==> src/rtl/irq_request_sequencer_pkg.sv <==
// irq_seq_pkg: shared sizes, FSM states and grant decoding helpers
// for the interrupt request sequencer.
package irq_seq_pkg;
    localparam int NCH   = 9;
    localparam int NLVL  = 3;
    localparam int NREQ  = NCH * NLVL;
    localparam int IDX_W = $clog2(NREQ);

    typedef enum logic [1:0] {IDLE, PRESENT, CLEAR} state_t;

    function automatic logic [IDX_W-1:0] idx(input logic [1:0] lvl, input logic [3:0] ch);
        return IDX_W'(int'(lvl) * NCH + int'(ch));
    endfunction

    // Range checks short-circuit before the request vector is indexed.
    function automatic logic legal(input logic [1:0] lvl, input logic [3:0] ch,
                                   input logic [NREQ-1:0] req);
        return (int'(lvl) < NLVL) && (int'(ch) < NCH) && req[idx(lvl, ch)];
    endfunction
endpackage

==> src/rtl/irq_request_sequencer_if.sv <==
// irq_request_sequencer_if: event/request, grant and CPU handshake signals;
// slave is the sequencer side, master is the environment side.
interface irq_request_sequencer_if;
    import irq_seq_pkg::*;
    logic [NREQ-1:0] evt_i;
    logic [NREQ-1:0] mask_i;
    logic [NREQ-1:0] req_o;
    logic            gnt_valid_i;
    logic [1:0]      gnt_lvl_i;
    logic [3:0]      gnt_ch_i;
    logic            irq_o;
    logic [1:0]      irq_lvl_o;
    logic [3:0]      irq_ch_o;
    logic            irq_ack_i;
    logic            err_o;
    logic            busy_o;

    modport slave (
        input  evt_i, mask_i, gnt_valid_i, gnt_lvl_i, gnt_ch_i, irq_ack_i,
        output req_o, irq_o, irq_lvl_o, irq_ch_o, err_o, busy_o
    );
    modport master (
        output evt_i, mask_i, gnt_valid_i, gnt_lvl_i, gnt_ch_i, irq_ack_i,
        input  req_o, irq_o, irq_lvl_o, irq_ch_o, err_o, busy_o
    );
endinterface

==> src/rtl/irq_request_sequencer_pending_bank.sv <==
// irq_pending_bank: rising-edge capture into pending latches with
// set-wins clearing, and the registered masked request vector.
module irq_pending_bank
    import irq_seq_pkg::*;
(
    input  logic             clk,
    input  logic             rst_n,
    input  logic [NREQ-1:0]  evt_i,
    input  logic [NREQ-1:0]  mask_i,
    input  logic             clr_en_i,
    input  logic [IDX_W-1:0] clr_idx_i,
    output logic [NREQ-1:0]  req_o
);
    logic [NREQ-1:0] evt_q, pend_q, pend_d, clr;

    assign clr    = clr_en_i ? NREQ'(1) << clr_idx_i : '0;
    assign pend_d = (pend_q & ~clr) | (evt_i & ~evt_q);

    always_ff @(posedge clk) begin
        if (!rst_n) begin
            evt_q  <= '0;
            pend_q <= '0;
            req_o  <= '0;
        end else begin
            evt_q  <= evt_i;
            pend_q <= pend_d;
            req_o  <= pend_q & ~mask_i;
        end
    end
endmodule

==> src/rtl/irq_request_sequencer.sv <==
// irq_request_sequencer: accepts controller grants and runs the
// interrupt/acknowledge handshake with timeout towards the CPU.
module irq_request_sequencer
    import irq_seq_pkg::*;
#(
    parameter int TMO_W   = 8,
    parameter int TMO_MAX = 200
) (
    input  logic                    clk,
    input  logic                    rst_n,
    irq_request_sequencer_if.slave  bus
);
    state_t             state_q;
    logic [TMO_W-1:0]   cnt_q;
    logic               irq_q, err_q;
    logic [1:0]         lvl_q;
    logic [3:0]         ch_q;

    irq_pending_bank u_bank (
        .clk       (clk),
        .rst_n     (rst_n),
        .evt_i     (bus.evt_i),
        .mask_i    (bus.mask_i),
        .clr_en_i  (state_q == CLEAR),
        .clr_idx_i (idx(lvl_q, ch_q)),
        .req_o     (bus.req_o)
    );

    always_ff @(posedge clk) begin
        if (!rst_n) begin
            state_q <= IDLE;
            cnt_q   <= '0;
            irq_q   <= 1'b0;
            err_q   <= 1'b0;
            lvl_q   <= '0;
            ch_q    <= '0;
        end else begin
            case (state_q)
                IDLE: if (bus.gnt_valid_i) begin
                    if (legal(bus.gnt_lvl_i, bus.gnt_ch_i, bus.req_o)) begin
                        lvl_q   <= bus.gnt_lvl_i;
                        ch_q    <= bus.gnt_ch_i;
                        irq_q   <= 1'b1;
                        cnt_q   <= '0;
                        state_q <= PRESENT;
                    end else begin
                        err_q <= 1'b1;
                    end
                end
                // Acknowledge is checked first so it wins over a coincident timeout.
                PRESENT: if (bus.irq_ack_i) begin
                    irq_q   <= 1'b0;
                    cnt_q   <= '0;
                    state_q <= CLEAR;
                end else if (cnt_q == TMO_W'(TMO_MAX - 1)) begin
                    irq_q   <= 1'b0;
                    err_q   <= 1'b1;
                    cnt_q   <= '0;
                    state_q <= IDLE;
                end else begin
                    cnt_q <= cnt_q + TMO_W'(1);
                end
                CLEAR: state_q <= IDLE;
                default: state_q <= IDLE;
            endcase
        end
    end

    assign bus.irq_o     = irq_q;
    assign bus.irq_lvl_o = lvl_q;
    assign bus.irq_ch_o  = ch_q;
    assign bus.err_o     = err_q;
    assign bus.busy_o    = state_q != IDLE;
endmodule

==> src/flat_wrapper.sv <==
// flat-port wrapper written by rule: the top's interface ports become plain ports
module irq_request_sequencer_flat import irq_seq_pkg::*;
#(
    parameter int TMO_W   = 8,
    parameter int TMO_MAX = 200
)
  (clk, rst_n, bus_evt_i, bus_mask_i, bus_gnt_valid_i, bus_gnt_lvl_i, bus_gnt_ch_i, bus_irq_ack_i, bus_req_o, bus_irq_o, bus_irq_lvl_o, bus_irq_ch_o, bus_err_o, bus_busy_o);
  irq_request_sequencer_if bus_i ();
  input  logic clk;
  input  logic rst_n;
  input wire logic [$bits(bus_i.evt_i)-1:0] bus_evt_i;
  input wire logic [$bits(bus_i.mask_i)-1:0] bus_mask_i;
  input wire logic [$bits(bus_i.gnt_valid_i)-1:0] bus_gnt_valid_i;
  input wire logic [$bits(bus_i.gnt_lvl_i)-1:0] bus_gnt_lvl_i;
  input wire logic [$bits(bus_i.gnt_ch_i)-1:0] bus_gnt_ch_i;
  input wire logic [$bits(bus_i.irq_ack_i)-1:0] bus_irq_ack_i;
  output wire logic [$bits(bus_i.req_o)-1:0] bus_req_o;
  output wire logic [$bits(bus_i.irq_o)-1:0] bus_irq_o;
  output wire logic [$bits(bus_i.irq_lvl_o)-1:0] bus_irq_lvl_o;
  output wire logic [$bits(bus_i.irq_ch_o)-1:0] bus_irq_ch_o;
  output wire logic [$bits(bus_i.err_o)-1:0] bus_err_o;
  output wire logic [$bits(bus_i.busy_o)-1:0] bus_busy_o;
  assign bus_i.evt_i = bus_evt_i;
  assign bus_i.mask_i = bus_mask_i;
  assign bus_i.gnt_valid_i = bus_gnt_valid_i;
  assign bus_i.gnt_lvl_i = bus_gnt_lvl_i;
  assign bus_i.gnt_ch_i = bus_gnt_ch_i;
  assign bus_i.irq_ack_i = bus_irq_ack_i;
  assign bus_req_o = bus_i.req_o;
  assign bus_irq_o = bus_i.irq_o;
  assign bus_irq_lvl_o = bus_i.irq_lvl_o;
  assign bus_irq_ch_o = bus_i.irq_ch_o;
  assign bus_err_o = bus_i.err_o;
  assign bus_busy_o = bus_i.busy_o;
  irq_request_sequencer #(.TMO_W(TMO_W), .TMO_MAX(TMO_MAX)) u_core (.clk(clk), .rst_n(rst_n), .bus(bus_i));
endmodule
==> config.mk <==
export PLATFORM = sky130hd
export DESIGN_NAME = irq_request_sequencer_flat
export DESIGN_NICKNAME = d
export VERILOG_FILES = /design/src/rtl/irq_request_sequencer_pkg.sv /design/src/rtl/irq_request_sequencer_if.sv /design/src/rtl/irq_request_sequencer_pending_bank.sv /design/src/rtl/irq_request_sequencer.sv /design/src/flat_wrapper.sv
export SDC_FILE = /design/constraint.sdc
export NUM_CORES = 1
export LEC_CHECK = 0
export BUFFER_PORTS_ARGS = -buffer_cell sky130_fd_sc_hd__buf_2
export CORE_UTILIZATION = 47
export DETAILED_ROUTE_END_ITERATION = 6
export PLACE_DENSITY = 0.75
export SETUP_SLACK_MARGIN = 0.4
export SLEW_MARGIN = 10
export SYNTH_ARGS = -nofsm -noshare
export SYNTH_HDL_FRONTEND = slang
export SYNTH_SLANG_ARGS = --single-unit
==> constraint.sdc <==
create_clock -name clk -period 3.3 [get_ports clk]
set_input_delay 0.66 -clock clk [delete_from_list [all_inputs] [get_ports clk]]
set_output_delay 0.66 -clock clk [all_outputs]
set_load 0.05 [all_outputs]
Yosys cells after proc, flatten, opt, wreduce, memory -nomap -nowiden
Index checks and enable logic that the tools add are counted.

word-level totals
  register bits after elaboration = 99
  bits of input ports = 64
  output and inout bits = 36
  word-level logic and storage cells = 67

operators by class
  add/sub/neg operators = 3
  multiply operators = 2
  order comparisons = 3
  eq/ne operators = 9
  shifts and indexed selects = 1
  muxes and demuxes = 23
  bitwise gates (word level) = 7
  reduce and logical (&&, ||, !) cells = 10

operator list
  kind                    number
  $and A27 B27 Y27        3
  $not A27 Y27            3
  $mux W8                 4
  $mux W27                1
  $or A27 B27 Y27         1
  $shl A1 B5 Y27 const A  1
  $pmux W8 S2             1
  $add A5 B5 Y5           2
  $mul A2 B4 Y5 const B   2
  $mux W1                 9
  $reduce_and A3 Y1       3
  $add A8 B1 Y8 const B   1
  $eq A8 B8 Y1 const B    1
  $mux W2                 4
  $lt A5 B6 Y1 const B    1
  $ne A2 B2 Y1 const B    3
  $bmux W1 S5             1
  $reduce_and A5 Y1       1
  $lt A4 B4 Y1 const B    1
  $ne A2 B1 Y1 const B    2
  $pmux W1 S2             2
  $pmux W2 S2             1
  $reduce_and A4 Y1       1
  $reduce_bool A2 Y1      2
  6 further kinds         7

Depth between registers and ports, before layout
Gate-level depths: netlist of the first run.

  word-level depth = 8
  mapped depth = 11
  mapped depth without buffers = 10

Cells and area by module
Synthesis of the first run repeated with hierarchy kept, for this count alone.

unflattened totals
  cell total of the unflattened synthesis = 393
  area total of the unflattened synthesis = 4,112.7 µm²

modules (own cells, without submodules)
  module                 times used  cells each  area an instance (µm²)  seq. area each (µm²)
  irq_pending_bank       1           239         2,673.8                 1,621.6
  irq_request_sequencer  1           154         1,438.9                 360.3

Worst setup path after synthesis of the first run
OpenSTA, ideal clock, no wires.

  path type = input -> register
  start = in bus_gnt_ch_i[1]
  end = reg u_core.cnt_q[2]
  setup time = 143 ps
  arrival time = 3,229 ps
  required time = 3,157 ps
  slack = -71 ps
  stages = 11
  buffers on the path = 1
  cell sequence = ha_1 -> ha_1 -> inv_1 -> fa_1 -> buf_4 -> mux2_2 -> o21ai_0 -> nor4_1 -> o32ai_4 -> o31ai_4 -> a311oi_2

between the ends
  longest elaborated chain between the ends = 6
  elaborated cells between the ends (all ways) = 8
  those cells by class = add/sub: 1; order compare: 1; eq/ne: 1; mux: 2; reduce/logical: 3

ends and longest elaborated chain
  what                             line                             RTL
  start, declared                  flat_wrapper.sv:15               input wire logic [$bits(bus_i.gnt_ch_i)-1:0] bus_gnt_ch_i;
  $add A5 B5 Y5                    irq_request_sequencer_pkg.sv:12  return IDX_W'(int'(lvl) * NCH + int'(ch));
  $bmux W1 S5                      irq_request_sequencer_pkg.sv:18  return (int'(lvl) < NLVL) && (int'(ch) < NCH) && req[idx(lvl, ch)];
  $mux W1 (implied by the code)    irq_request_sequencer_pkg.sv:18
  $logic_and A1 B1 Y1 (*)          irq_request_sequencer_pkg.sv:18
  $ne A2 B1 Y1 (no line) (*)       n/a
  $reduce_and A3 Y1 (no line) (*)  n/a
  end signal, assigned             irq_request_sequencer.sv:61      cnt_q <= cnt_q + TMO_W'(1);
  end, declared                    irq_request_sequencer.sv:14      logic [TMO_W-1:0] cnt_q;

Mark *: on every way between the ends. The rest lies on a longest branch, timed or not. The select of a mux whose other input is x is not followed.
A chain may end at the register's enable or synchronous reset.

Worst setup path after layout of the first run
  start = in bus_gnt_ch_i[1]
  end = reg u_core.ch_q[2], in the netlist u_core.bus.irq_ch_o[2]

between the ends
  longest elaborated chain between the ends = 5
  elaborated cells between the ends (all ways) = 7
  those cells by class = add/sub: 1; order compare: 1; mux: 2; reduce/logical: 3

ends and longest elaborated chain
  what                             line                             RTL
  $add A5 B5 Y5                    irq_request_sequencer_pkg.sv:12
  $bmux W1 S5                      irq_request_sequencer_pkg.sv:18
  $mux W1 (implied by the code)    irq_request_sequencer_pkg.sv:18
  $logic_and A1 B1 Y1 (*)          irq_request_sequencer_pkg.sv:18
  $reduce_and A3 Y1 (no line) (*)  n/a
  end signal, assigned             irq_request_sequencer.sv:42      ch_q <= bus.gnt_ch_i;
  end, declared                    irq_request_sequencer.sv:17      logic [3:0] ch_q;

Marks and branches as above.

==> summary.md, run 1 <==
For the final number of hold-violating endpoints, the log shows 0. The logs give 22.0% for the overall fraction of global-route tracks in use and 3259 for the count of vias placed by the detailed router. The initial core utilization came out at 48.4%. By count the netlist is led by 99 x dfxtp_1, 37 x a21oi_1, 33 x o21ai_0.

The number of cells produced by synthesis was 393; the period utilization was 90.4%. For the final database, setup skew stands at 6.42 ps. The clock latency on the worst-skew pair was 370 ps; the areal power density over the cells was 494 nW/µm². The overall die height came out at 94.0 µm.

For the number of top-level pins, the log shows 100. The number of buffers added on ports is 99, and the endpoint required time on the critical path is 3600 ps. The static power due to leakage was 2.14 nW; the fraction of power spent switching nets was 29.3%.

The share of total power dissipated in combinational logic is 17.7%. The leading register cell type out of synthesis is dfxtp_1. Global routing used 4.29% of the available met3 tracks. met2 is the most crowded layer. TritonCTS built the clock tree. Cells with a size suffix above 1 make up 31.9% of the layout.

The repair_antennas step left the layout with diodes totalling 0. Yosys printed 0 warnings. The flow ran to the end, and the final reports show no timing, DRC or antenna violations. For this run, the detailed router's first-pass iteration total came to 4. Counting flops with an async set or reset pin after synthesis yields a share of 0%. By area the synthesized netlist is led by dfxtp_1 50%, nor3b_1 5.5%, nand2b_1 5.0%. Cell internal power was estimated by the tool at 1.76 mW. The tools report the data arrival at the endpoint of the critical path as 3290 ps. The number of sinks handled by clock tree synthesis was 99; the maximum operating frequency was 335 MHz. The run gives 0 as the total DRC errors in the routed layout.

After routing, the total negative slack on setup checks comes to 0 ps. After filler insertion, the fill cell instance count of the layout stands at 711. For this run, the register share of the synthesized area comes to 49.8%. The clock passes through at most 2 buffers. Setup repair after global routing could not meet its margin everywhere.

The clock tree synthesis step divided the H-tree into 3 levels. The biggest area contributor in the post-synthesis netlist is dfxtp_1. For the finished layout, the period the worst path requires is 2980 ps. After floorplanning, the core was sized to cover 8220 µm².

The reported max-cap violation count is 0. Yosys mapped the design onto 53 distinct sky130hd cell types. The row count is 33. The buffer type at the clock tree root is clkbuf_8. The run gives 0 as the number of antenna violations at the first check in global routing. In this run the biggest area consumer among cell types represents 49.8% of the synthesized area. The worst-case IR drop observed on VDD is 0.278 mV. The post-detailed-route wirelength per cell is 15.2 µm, and the switching power of the nets is 729 µW. The total overflow left after global routing is 0. Global routing used 35.8% of the available met2 tracks. From synthesis to final layout, the design area changed by 26.6%. The overall routed net length came out at 9.33 mm. The final layout contains 580 nets.

The number of synthesized flops with an enable pin works out to 0. The path class of the tightest hold or removal check is in -> reg. Along the worst path, the maximum fanout reaches 6. The logs give 0 for the hold-fix buffer count after cts and 5030 µm² for the post-route cell area. Clock-pin slew was measured on the worst setup and hold paths at 100 ps. The kind of start point of the critical path is an input port.

After layout, the design draws a total of 2.49 mW. The run gives 4710 µm² as the standard cell area after detailed placement. The HPWL after detailed placement is 6.77 mm. The weighted congestion at the end of routability-driven global placement is 0.828, and the maximum number of pins on one net before global-route repair is 39. Counting every net in the synthesized netlist gives 470.

The number of global-route vias before repair was 3030; the vias per cell was 5.32. The number of buffers created by CTS was 9; the clock power share was 30.6%. The first-pass GRT wire length came out at 14.6 mm.

The number of DRC violations after detailed-routing iteration 0 is 165. Summing all flip-flop and latch instances after layout gives 1980 µm². Yosys instantiated no cell more often than dfxtp_1. The run gives 0 as the remaining antenna violation count after routing. A synthesized cell averages 10.1 µm².

For the count of final setup violators, the log shows 0. The die covers 8830 µm². STA classifies the critical path endpoint as a register. The multi-input combinational cell area is 2040 µm², and the headroom to the max-slew limit is 57.2%.

The critical path start-end classification was in -> reg. The synthesized flop and latch total was 99; the die extent in x was 94.0 µm. For met1 alone, demand over resource in global routing was 28.9%. The register share of total power was 51.7%; the number of pins exceeding their max-slew limit in the final report was 0. The cell area after synthesis was 3980 µm²; the transition time at the pin with the least slew margin was 642 ps.
power by group through the flow:
stage	logic, mW	registers, mW	clock network, mW
floorplan	0.220	1.37	0
global placement	0.398	1.31	0
detailed placement	0.407	1.31	0
CTS	0.422	1.29	0.780
global route	0.476	1.29	0.828
finish	0.440	1.29	0.761
worst paths after layout:
kind	cells after the start	endpoint	slack, ps	startpoint
hold reg to reg	1	u_core.u_bank.req_o[21]	470	u_core.u_bank.pend_q[21]
setup reg to reg	7	u_core.u_bank.pend_q[16]	850	u_core.bus.irq_lvl_o[1]
setup / recovery	14	u_core.bus.irq_ch_o[2]	320	bus_gnt_ch_i[1]
hold / removal	2	u_core.u_bank.req_o[6]	440	bus_mask_i[6]
cells in the final DEF, fill, tap and decap left out, types with 3 or more instances in the layout:
cell,count
xnor2_1,3
o31ai_1,6
a21oi_1,36
and3_1,3
inv_1,4
nand2b_1,32
nor3b_1,28
dfxtp_1,99
nor2_1,8
buf_6,4
clkbuf_8,10
o21ai_0,30
mux2i_1,4
nand4_1,8
ha_1,9
nand3_1,5
mux2_4,3
buf_2,97
and2_1,28
buf_4,13
nand2_1,14
kinds of logic after synthesis:
kind of cell             after synthesis  synth area share, %
AND/OR/NAND/NOR                      144                 22.2
flip-flops                            99                 49.8
AO/OA/AOI/OAI                         97                 15.5
buffers and inverters                 24                 2.58
adder cells (fa/ha/maj)               13                 4.47
multiplexers                          11                 4.31
XOR/XNOR                               5                 1.10
critical path, cell delays in order:
cell     delay, ps
buf_8          100
ha_4           260
ha_4           130
inv_2           30
fa_1           490
buf_6          150
mux4_2         310
mux2i_1        170
nor3_2          80
o32ai_4        380
buf_4          190
buf_6          110
o31ai_1         80
a21oi_1        130
through the flow:
| step | instances | util, % | hold slack, ps | setup slack (ps) |
|---|---|---|---|---|
| floorplan | 393 | - | 449 | 142 |
| global placement | 594 | 57.3 | 456 | -109 |
| detailed placement | 594 | 57.3 | 459 | -181 |
| CTS | 610 | 60.3 | 418 | 272 |
| global route | 613 | 61.3 | 422 | 203 |
| finish | 613 | 61.3 | 436 | 318 |
layout make-up:
class                      instances  area share [%]
multi-input combinational        270            40.5
sequential                        99            39.4
timing repair buffer             116            13.2
clock buffer                      10            2.73
tap                              105            2.61
clock inverter                     6            1.09
inverter                           7           0.522
flip-flops by register name (all words and copies together), names as in the netlist:
register,cells
u_core.cnt_q,8
u_core.bus.irq_ch_o,4
u_core.u_bank.evt_q,27
u_core.u_bank.req_o,27
u_core.bus.irq_lvl_o,2
u_core.u_bank.pend_q,27
u_core.bus.irq_o,1
u_core.bus.err_o,1
u_core.state_q,2
per-layer routing:
metal | routed length (µm) | part of all wire [%]
met5 | 0 | 0
met4 | 124 | 1.3
met3 | 457 | 4.9
met2 | 4490 | 48
met1 | 4260 | 46
what timing repair did:
action / 4_1_cts / 5_1_grt
endpoints found under the setup margin: 16 / 17
gates resized for setup: 11 / 9
pin swaps: 9 / 7
setup buffers: 0 / 3
Note: power is estimated with default switching activity, not from simulation.
==> run 2, diff against run 1 <==
--- a/config.mk
+++ b/config.mk
@@ -5,12 +5,13 @@
 export SDC_FILE = /design/constraint.sdc
 export NUM_CORES = 1
 export LEC_CHECK = 0
-export BUFFER_PORTS_ARGS = -buffer_cell sky130_fd_sc_hd__buf_2
-export CORE_UTILIZATION = 47
+export BUFFER_PORTS_ARGS = -buffer_cell sky130_fd_sc_hd__buf_4
+export CORE_UTILIZATION = 48
 export DETAILED_ROUTE_END_ITERATION = 6
-export PLACE_DENSITY = 0.75
+export PLACE_DENSITY = 0.76
 export SETUP_SLACK_MARGIN = 0.4
 export SLEW_MARGIN = 10
 export SYNTH_ARGS = -nofsm -noshare
 export SYNTH_HDL_FRONTEND = slang
+export SYNTH_HIERARCHICAL = 1
 export SYNTH_SLANG_ARGS = --single-unit
==> run 2 against run 1 <==
- global-route usage is 0.39 points lower
- critical path depth fell by 4
- clock power shrank 7.9%
- sequential power hardly changed
- total power is 5.0% lower
- clock-buffer cell count is the same
- first-iteration DRC count decreased by 27%
- worst setup slack better by 200 ps
- synthesized cell count stayed put
- critical path type unchanged
- critical endpoint is now u_core/bus.irq_o
==> summary.md, run 2 <==
The run finished with clean final reports. Routability-driven placement finished with a final weighted congestion of 0.828. The largest individual stage delay along the critical path comes from the cell fa_2.

In this run, CTS created clock tree buffers numbering 9. The number of cells traversed by the worst hold path was 2; the endpoint required time on the critical path was 3570 ps. The number of sinks handled by clock tree synthesis is 99. The first global-routing pass estimated 14.5 mm of wire.

Fraction of synthesized cell area taken by the top area cell type: 48.2%. The library cell used most frequently in the layout, excluding fill and tap cells, is buf_4. The maximum operating frequency is 359 MHz, and the overall die height is 94.6 µm. In the post-synthesis netlist, the biggest area contributors are dfxtp_1 48%, and3b_1 5.5%, a21boi_1 4.9%. The total of fill cells in the finished design was 713.

Setup repair after global routing left no endpoint under its margin. In this run, the number of DRC markers left after iteration 0 of detailed routing was 121. The placeable core region was 8260 µm². The worst hold path begins at u_core/u_bank/pend_q[24]. Buffers inserted to repair hold after CTS numbered 0. In the routed design, unresolved DRC markers number 0.

For the number of antenna violations at the first check in global routing, the log shows 0. Dividing the detail-routed wire length by the instance count gives 15.3 µm. The area of the die came out at 8940 µm². The register clock-pin slew on the reported worst setup and hold paths was 90 ps. Leaving out fill and tap cells, the most frequent cells in the layout are 101 x buf_4, 99 x dfxtp_1, 31 x nand2b_1. The destination of the worst hold path was u_core/u_bank/req_o[24]. The placed wire-length estimate is 6.89 mm, and the utilization after layout is 62.2%. The tools report the maximum VDD drop as 0.328 mV. The depth of the most critical reg-to-reg path was 8; the clock tree buffer depth was 2.

The accumulated negative setup slack came out at 0 ps. The tools report the number of top-level pins as 100. TritonCTS built the clock tree. The shortest clock period the worst path allows after layout was 2780 ps; the reported max-cap violation count was 0. For the worst-skew pair, the clock arrives at the later sink with an insertion delay of 360 ps.

Global routing finished with a remaining overflow of 0. The proportion of register bits with asynchronous set or reset after synthesis works out to 0%. Kind of end point of the critical path: a register. In this run the clock root is driven by a clkbuf_8. The tools report the worst reg2reg path endpoint as u_core/u_bank/pend_q[1].

Along the worst path, the maximum fanout reaches 8. The critical path goes through buf_4 -> ha_1 -> ha_2 -> inv_1 -> fa_2 -> mux4_1 -> mux2_4 -> a21oi_4 -> nor3_4 -> o21a_1. The tightest min-delay check is of the reg -> reg type. In the final design database the tool counted 569 nets.

The most used flip-flop cell after synthesis is dfxtp_1. Summed over all cells, the static leakage comes to 2.34 nW. By count the netlist is led by 99 x dfxtp_1, 31 x nand2b_1, 29 x and2_1.

The tools report the headroom to the max-slew limit as 31.7%. The logs give 0 for the count of final setup violators and 3 for the number of H-tree levels. At the pin with the least slew margin, the transition time is 1020 ps. Entering global routing, the biggest net connects 65 pins.

Before antenna repair, the detailed router went through 4 iterations. The number of antenna diodes in the final layout is 0. The run gives 49.8% as the initial core utilization.

Data arrives at the worst endpoint at 3050 ps. The clock arrives with 6.55 ps of skew. The critical path is of the in -> reg type. The worst stage delay on the critical path came out at 600 ps. The row count was 33. The areal power density over the cells came out at 460 nW/µm². The synthesized design contains 0 enable-type register cells. When the netlist entered floorplanning its net count stood at 470. In this run the horizontal extent of the chip is 94.6 µm. The run gives 0 as the number of pins exceeding their max-slew limit in the final report. The tools report the count of yosys warnings during synthesis as 6. The most repeated cell in the gate-level netlist after synthesis is dfxtp_1.

The synthesized flop and latch total was 99; the synthesized area per cell was 10.5 µm². The run gives 0 as the remaining antenna violation count after routing. After synthesis the cells add up to 4110 µm². The worst register-to-register path begins at u_core/bus.irq_lvl_o[1].

In the final layout, the share of cells above drive strength 1 is 26.8%. The number of buffers added on ports was 99. STA classifies the critical path startpoint as an input port. The worst register-to-register path has a setup slack of 940 ps.

For the overall fraction of global-route tracks in use, the log shows 21.6%. The largest registers in the layout are u_core/u_bank/evt_q x27, u_core/u_bank/pend_q x27, u_core/u_bank/req_o x27. The largest total area in the synthesized netlist belongs to dfxtp_1.

The proportion of synthesized chip area in sequential cells is 48.2%, and the overall routed net length is 9.22 mm. Dividing the detail-routed via count by the number of cells gives 5.21. In the finished design, the share of the clock period the worst path needs comes to 84.3%.

For the number of global-route vias before repair, the log shows 3104. Final number of hold-violating endpoints: 0. The count of cell types in the netlist was 52; the area growth from synthesis to layout was 24.9%.

The count of vias placed by the detailed router was 3134. The run gives 447 ps as the worst hold slack across all endpoints. Synthesis produced a netlist whose cell count is 393.
[run 2: metrics by stage]
step	cell area, µm²	setup WS [ps]	cells	power (mW)
2_1_floorplan	4120	415	393	1.55
3_3_place_gp	4950	126	585	1.68
3_5_place_dp	4950	43.7	585	1.69
4_1_cts	5120	411	601	2.38
5_1_grt	5140	390	602	2.47
6_report	5140	517	602	2.36
[run 2: worst max-delay path by stage]
stage / from / to / slack [ps] / depth (start not counted)
2_1_floorplan: bus_gnt_lvl_i[1] / u_core/bus.irq_o / 420 / 9
3_3_place_gp: bus_gnt_lvl_i[1] / u_core/bus.irq_lvl_o[1] / 130 / 11
3_5_place_dp: bus_gnt_lvl_i[1] / u_core/bus.irq_lvl_o[1] / 40 / 11
4_1_cts: bus_gnt_lvl_i[1] / u_core/bus.irq_ch_o[0] / 410 / 11
5_1_grt: bus_gnt_lvl_i[1] / u_core/bus.irq_ch_o[0] / 390 / 11
6_report: bus_gnt_lvl_i[1] / u_core/bus.irq_o / 520 / 10
[run 2: cell type report]
class                   instances  area [µm²]  share of cell area [%]
multi-input cells             267        2030                    39.6
flip-flops and latches         99        1980                    38.6
repair buffers                101         758                    14.8
well taps                     105         131                    2.56
clock buffers                  10         128                    2.48
inverters                      14        52.6                    1.02
clock inverters                 6        50.0                   0.974
[run 2: timing repair]
item	4_1_cts	5_1_grt
endpoints found under the setup margin	0	17
resized for setup	0	2
setup buffers	0	1
[run 2: metal layers]
| metal | vias to the layer above | track usage [%] | share of wire (%) |
|---|---|---|---|
| li1 | 1568 | - | - |
| met1 | 1468 | 26.2 | 45 |
| met2 | 80 | 36.0 | 49 |
| met3 | 18 | 5.72 | 4.6 |
| met4 | 0 | 9.47 | 2.3 |
| met5 | - | 0 | 0 |
[run 2: power by group]
group / internal (mW) / switching, mW / total [mW]
combinational: 0.174 / 0.205 / 0.379
clock: 0.281 / 0.421 / 0.701
sequential: 1.26 / 0.0280 / 1.28
[run 2: kinds of logic after synthesis]
family	synth area share [%]
xor gates and xnor gates	1.06
buffers and inverters	2.65
adders and majority gates	4.32
DFF	48.2
muxes	6.54
and+or+nand+nor	23.6
AOI/OAI and AO/OA	13.6
[run 2: critical path, delay by kind of cell]
family / cells / cell delay (ps)
fa+ha+maj: 3 / 1070
mux: 2 / 590
compound gates: 2 / 430
buf+inv: 2 / 190
simple gates: 1 / 110
==> run 3, diff against run 2 <==
==> constraint.sdc (replaced) <==
create_clock -name clk -period 2.4 [get_ports clk]
set_input_delay 0.48 -clock clk [delete_from_list [all_inputs] [get_ports clk]]
set_output_delay 0.48 -clock clk [all_outputs]
set_load 0.05 [all_outputs]
==> run 3 against run 2 <==
- the flow now finishes with violations (setup timing)
- via count increased by 4.0%
- worst setup slack got worse by 580 ps
- combinational power rose by 58%
- largest power group unchanged
==> summary.md, run 3 (synthesis results as in run 2) <==
The flow ran to the end, but the final reports show violations. The die is 94.6 µm wide. The slack of the worst reg-to-reg path was 150 ps.

The checks that failed: setup timing. STA classifies the critical path endpoint as a register. The headroom to the max-slew limit is 35.0%. Sequential cells burn 50.2% of the power.

The largest registers in the layout are u_core/u_bank/evt_q x27, u_core/u_bank/pend_q x27, u_core/u_bank/req_o x27. In this run, placement finished with an instance count of 598. The clock passes through at most 2 buffers. Static power due to leakage: 2.50 nW. The die covers 8940 µm². At the later pin of the worst-skew pair, clock insertion delay measures 370 ps.

The buffer type at the clock tree root is clkbuf_8. The detail route stage leaves a number of antenna-violating nets equal to 0. The area growth from synthesis to layout is 35.8%, and the count of vias placed by the detailed router is 3258. Of all nets on the critical path, the largest fanout is 8. In this run the power spent charging and discharging nets is 990 µW.

For this run, design rule violations remaining after detail routing come to 0. Measured along the y axis, the die boundary spans 94.6 µm. Before antenna repair, the detailed router went through 4 iterations. Power spread over the standard cell area amounts to 630 nW/µm².

The clock arrives with 10.1 ps of skew. The proportion of layout cells with a drive suffix above 1 was 38.6%; the maximum operating frequency was 407 MHz. For the final number of hold-violating endpoints, the log shows 0. Setup repair after global routing could not meet its margin everywhere.

The tools report the clock power share as 32.7%. Setup violations remaining at the end of the flow were counted as 11. The post-detailed-route wirelength per cell was 15.5 µm; the row count was 33. Global routing used 22.6% of the available tracks.

The placeable core region is 8260 µm², and the number of cells traversed by the worst hold path is 2. The worst setup path is of the in -> reg kind. The vias per cell came out at 5.25.

The total overflow left after global routing is 0. Buffers inserted during clock tree synthesis total 9. The detailed router finished its first iteration with 76 violations. Across the VDD grid, the largest voltage drop is 0.321 mV. 0 antenna diodes ended up in the layout. The finished layout holds 621 standard cells, fillers aside. For this block, the routed nets add up to 9.62 mm of wire.

TritonCTS built the clock tree. Before CTS, the worst setup slack after placement is -483 ps. The number of buffers added on ports works out to 99. The commonest non-fill, non-tap cell in the layout is buf_4. The min-delay analysis places its worst path in the category in -> reg.

The shortest clock period the worst path allows after layout is 2460 ps, and the overall power is 3.52 mW. Measured on the finished design, the core utilization comes to 67.7%. In the layout the commonest cells are 115 x buf_4, 93 x dfxtp_1, 30 x nand2b_1. The transition time at the pin with the least slew margin works out to 966 ps. CTS built an H-tree with a depth of 3. At the end of the flow, the number of nets in the layout was 588. Kind of start point of the critical path: an input port.

Startpoint of the worst-slack reg-to-reg timing path: u_core/bus.irq_lvl_o[1]. Data on the critical path is required at its endpoint by 2670 ps. At the worst endpoint, the arrival time is 2730 ps.

The reported max-cap violation count is 0, and the initial core utilization is 49.8%. Combinational logic is responsible for 17.0% of the overall power. For the number of global-route vias before repair, the log shows 3213. Destination of the worst hold path: u_core/u_bank/req_o[24].

Summed over all nets, the half-perimeter wirelength after detailed placement is 7.09 mm. The tools report the slack of the critical path as -58.7 ps. The congestion estimate from routability-driven global placement came to 0.807. After clock tree synthesis, the clock-pin slew on the worst setup and hold paths is 100 ps. The number of pins exceeding their max-slew limit in the final report is 0. Entering global routing, the biggest net connects 64 pins. After layout, the worst path uses 102% of the clock period.

Cell internal power was estimated by the tool at 2.53 mW. The number of sinks handled by clock tree synthesis was 99; the depth of the most critical reg-to-reg path was 8. The first global-routing pass estimated 15.2 mm of wire. The worst reg2reg path endpoint is u_core/u_bank/pend_q[9]. The startpoint of the worst hold path was bus_mask_i[24].

Number of top-level pins: 100. Net switching is 28.1% of the power. For the number of antenna violations at the first check in global routing, the log shows 0.
## run 3: routing by layer
layer,routed length (µm),vias up,track usage (%)
met5,0,-,0
met4,229,0,10.7
li1,-,1611,-
met2,4860,81,38.7
met1,4200,1548,27.8
met3,325,18,3.30
## run 3: per-stage QoR
stage	cell area, µm²	hold slack (ps)	setup TNS, ps
floorplan	4210	408	-2890
global placement	5120	422	-6630
detailed placement	5120	426	-7460
CTS	5530	239	-500
global route	5590	244	-1720
finish	5590	255	-435
## run 3: repair_timing
item                                   4_1_cts  5_1_grt
hold buffers                                 0        0
setup buffers                                6        1
setup endpoints to repair                   44       44
resized for setup                           31       14
pin swaps                                   24       12
endpoints found under the hold margin        0        0
## run 3: power by group through the flow
| stage | clock (mW) | sequential (mW) | combinational [mW] |
|---|---|---|---|
| after floorplan | 0 | 1.87 | 0.276 |
| after global placement | 0 | 1.80 | 0.546 |
| after detailed placement | 0 | 1.80 | 0.557 |
| after CTS | 1.17 | 1.76 | 0.592 |
| after global routing | 1.24 | 1.78 | 0.644 |
| final | 1.15 | 1.77 | 0.599 |
## run 3: worst max-delay path by stage
stage / startpoint / endpoint / slack, ps / cells past startpoint
after floorplan: bus_gnt_ch_i[1] / u_core/state_q[0] / -210 / 9
after CTS: bus_gnt_ch_i[1] / u_core/state_q[0] / -60 / 10
after global routing: bus_gnt_ch_i[1] / u_core/bus.irq_o / -160 / 11
after detailed placement: bus_gnt_ch_i[1] / u_core/cnt_q[0] / -480 / 10
final: bus_gnt_ch_i[1] / u_core/bus.irq_o / -60 / 10
after global placement: bus_gnt_ch_i[1] / u_core/state_q[0] / -430 / 10
## run 3: worst max-delay path, cell delays in order
cell and delay [ps]:
buf_6 100, ha_4 260, ha_4 130, inv_2 30
fa_2 590, mux4_2 300, mux2_4 290, a21oi_4 240
nor3_4 120, o21a_1 180
## run 3: area by class of cell
type	instances	area, µm²
Fill cell	661	2670
Multi-Input combinational cell	267	2260
Sequential cell	99	2000
Timing Repair Buffer	120	920
Tap cell	105	131
Clock buffer	9	124
Clock inverter	7	92.6
Inverter	14	55.1
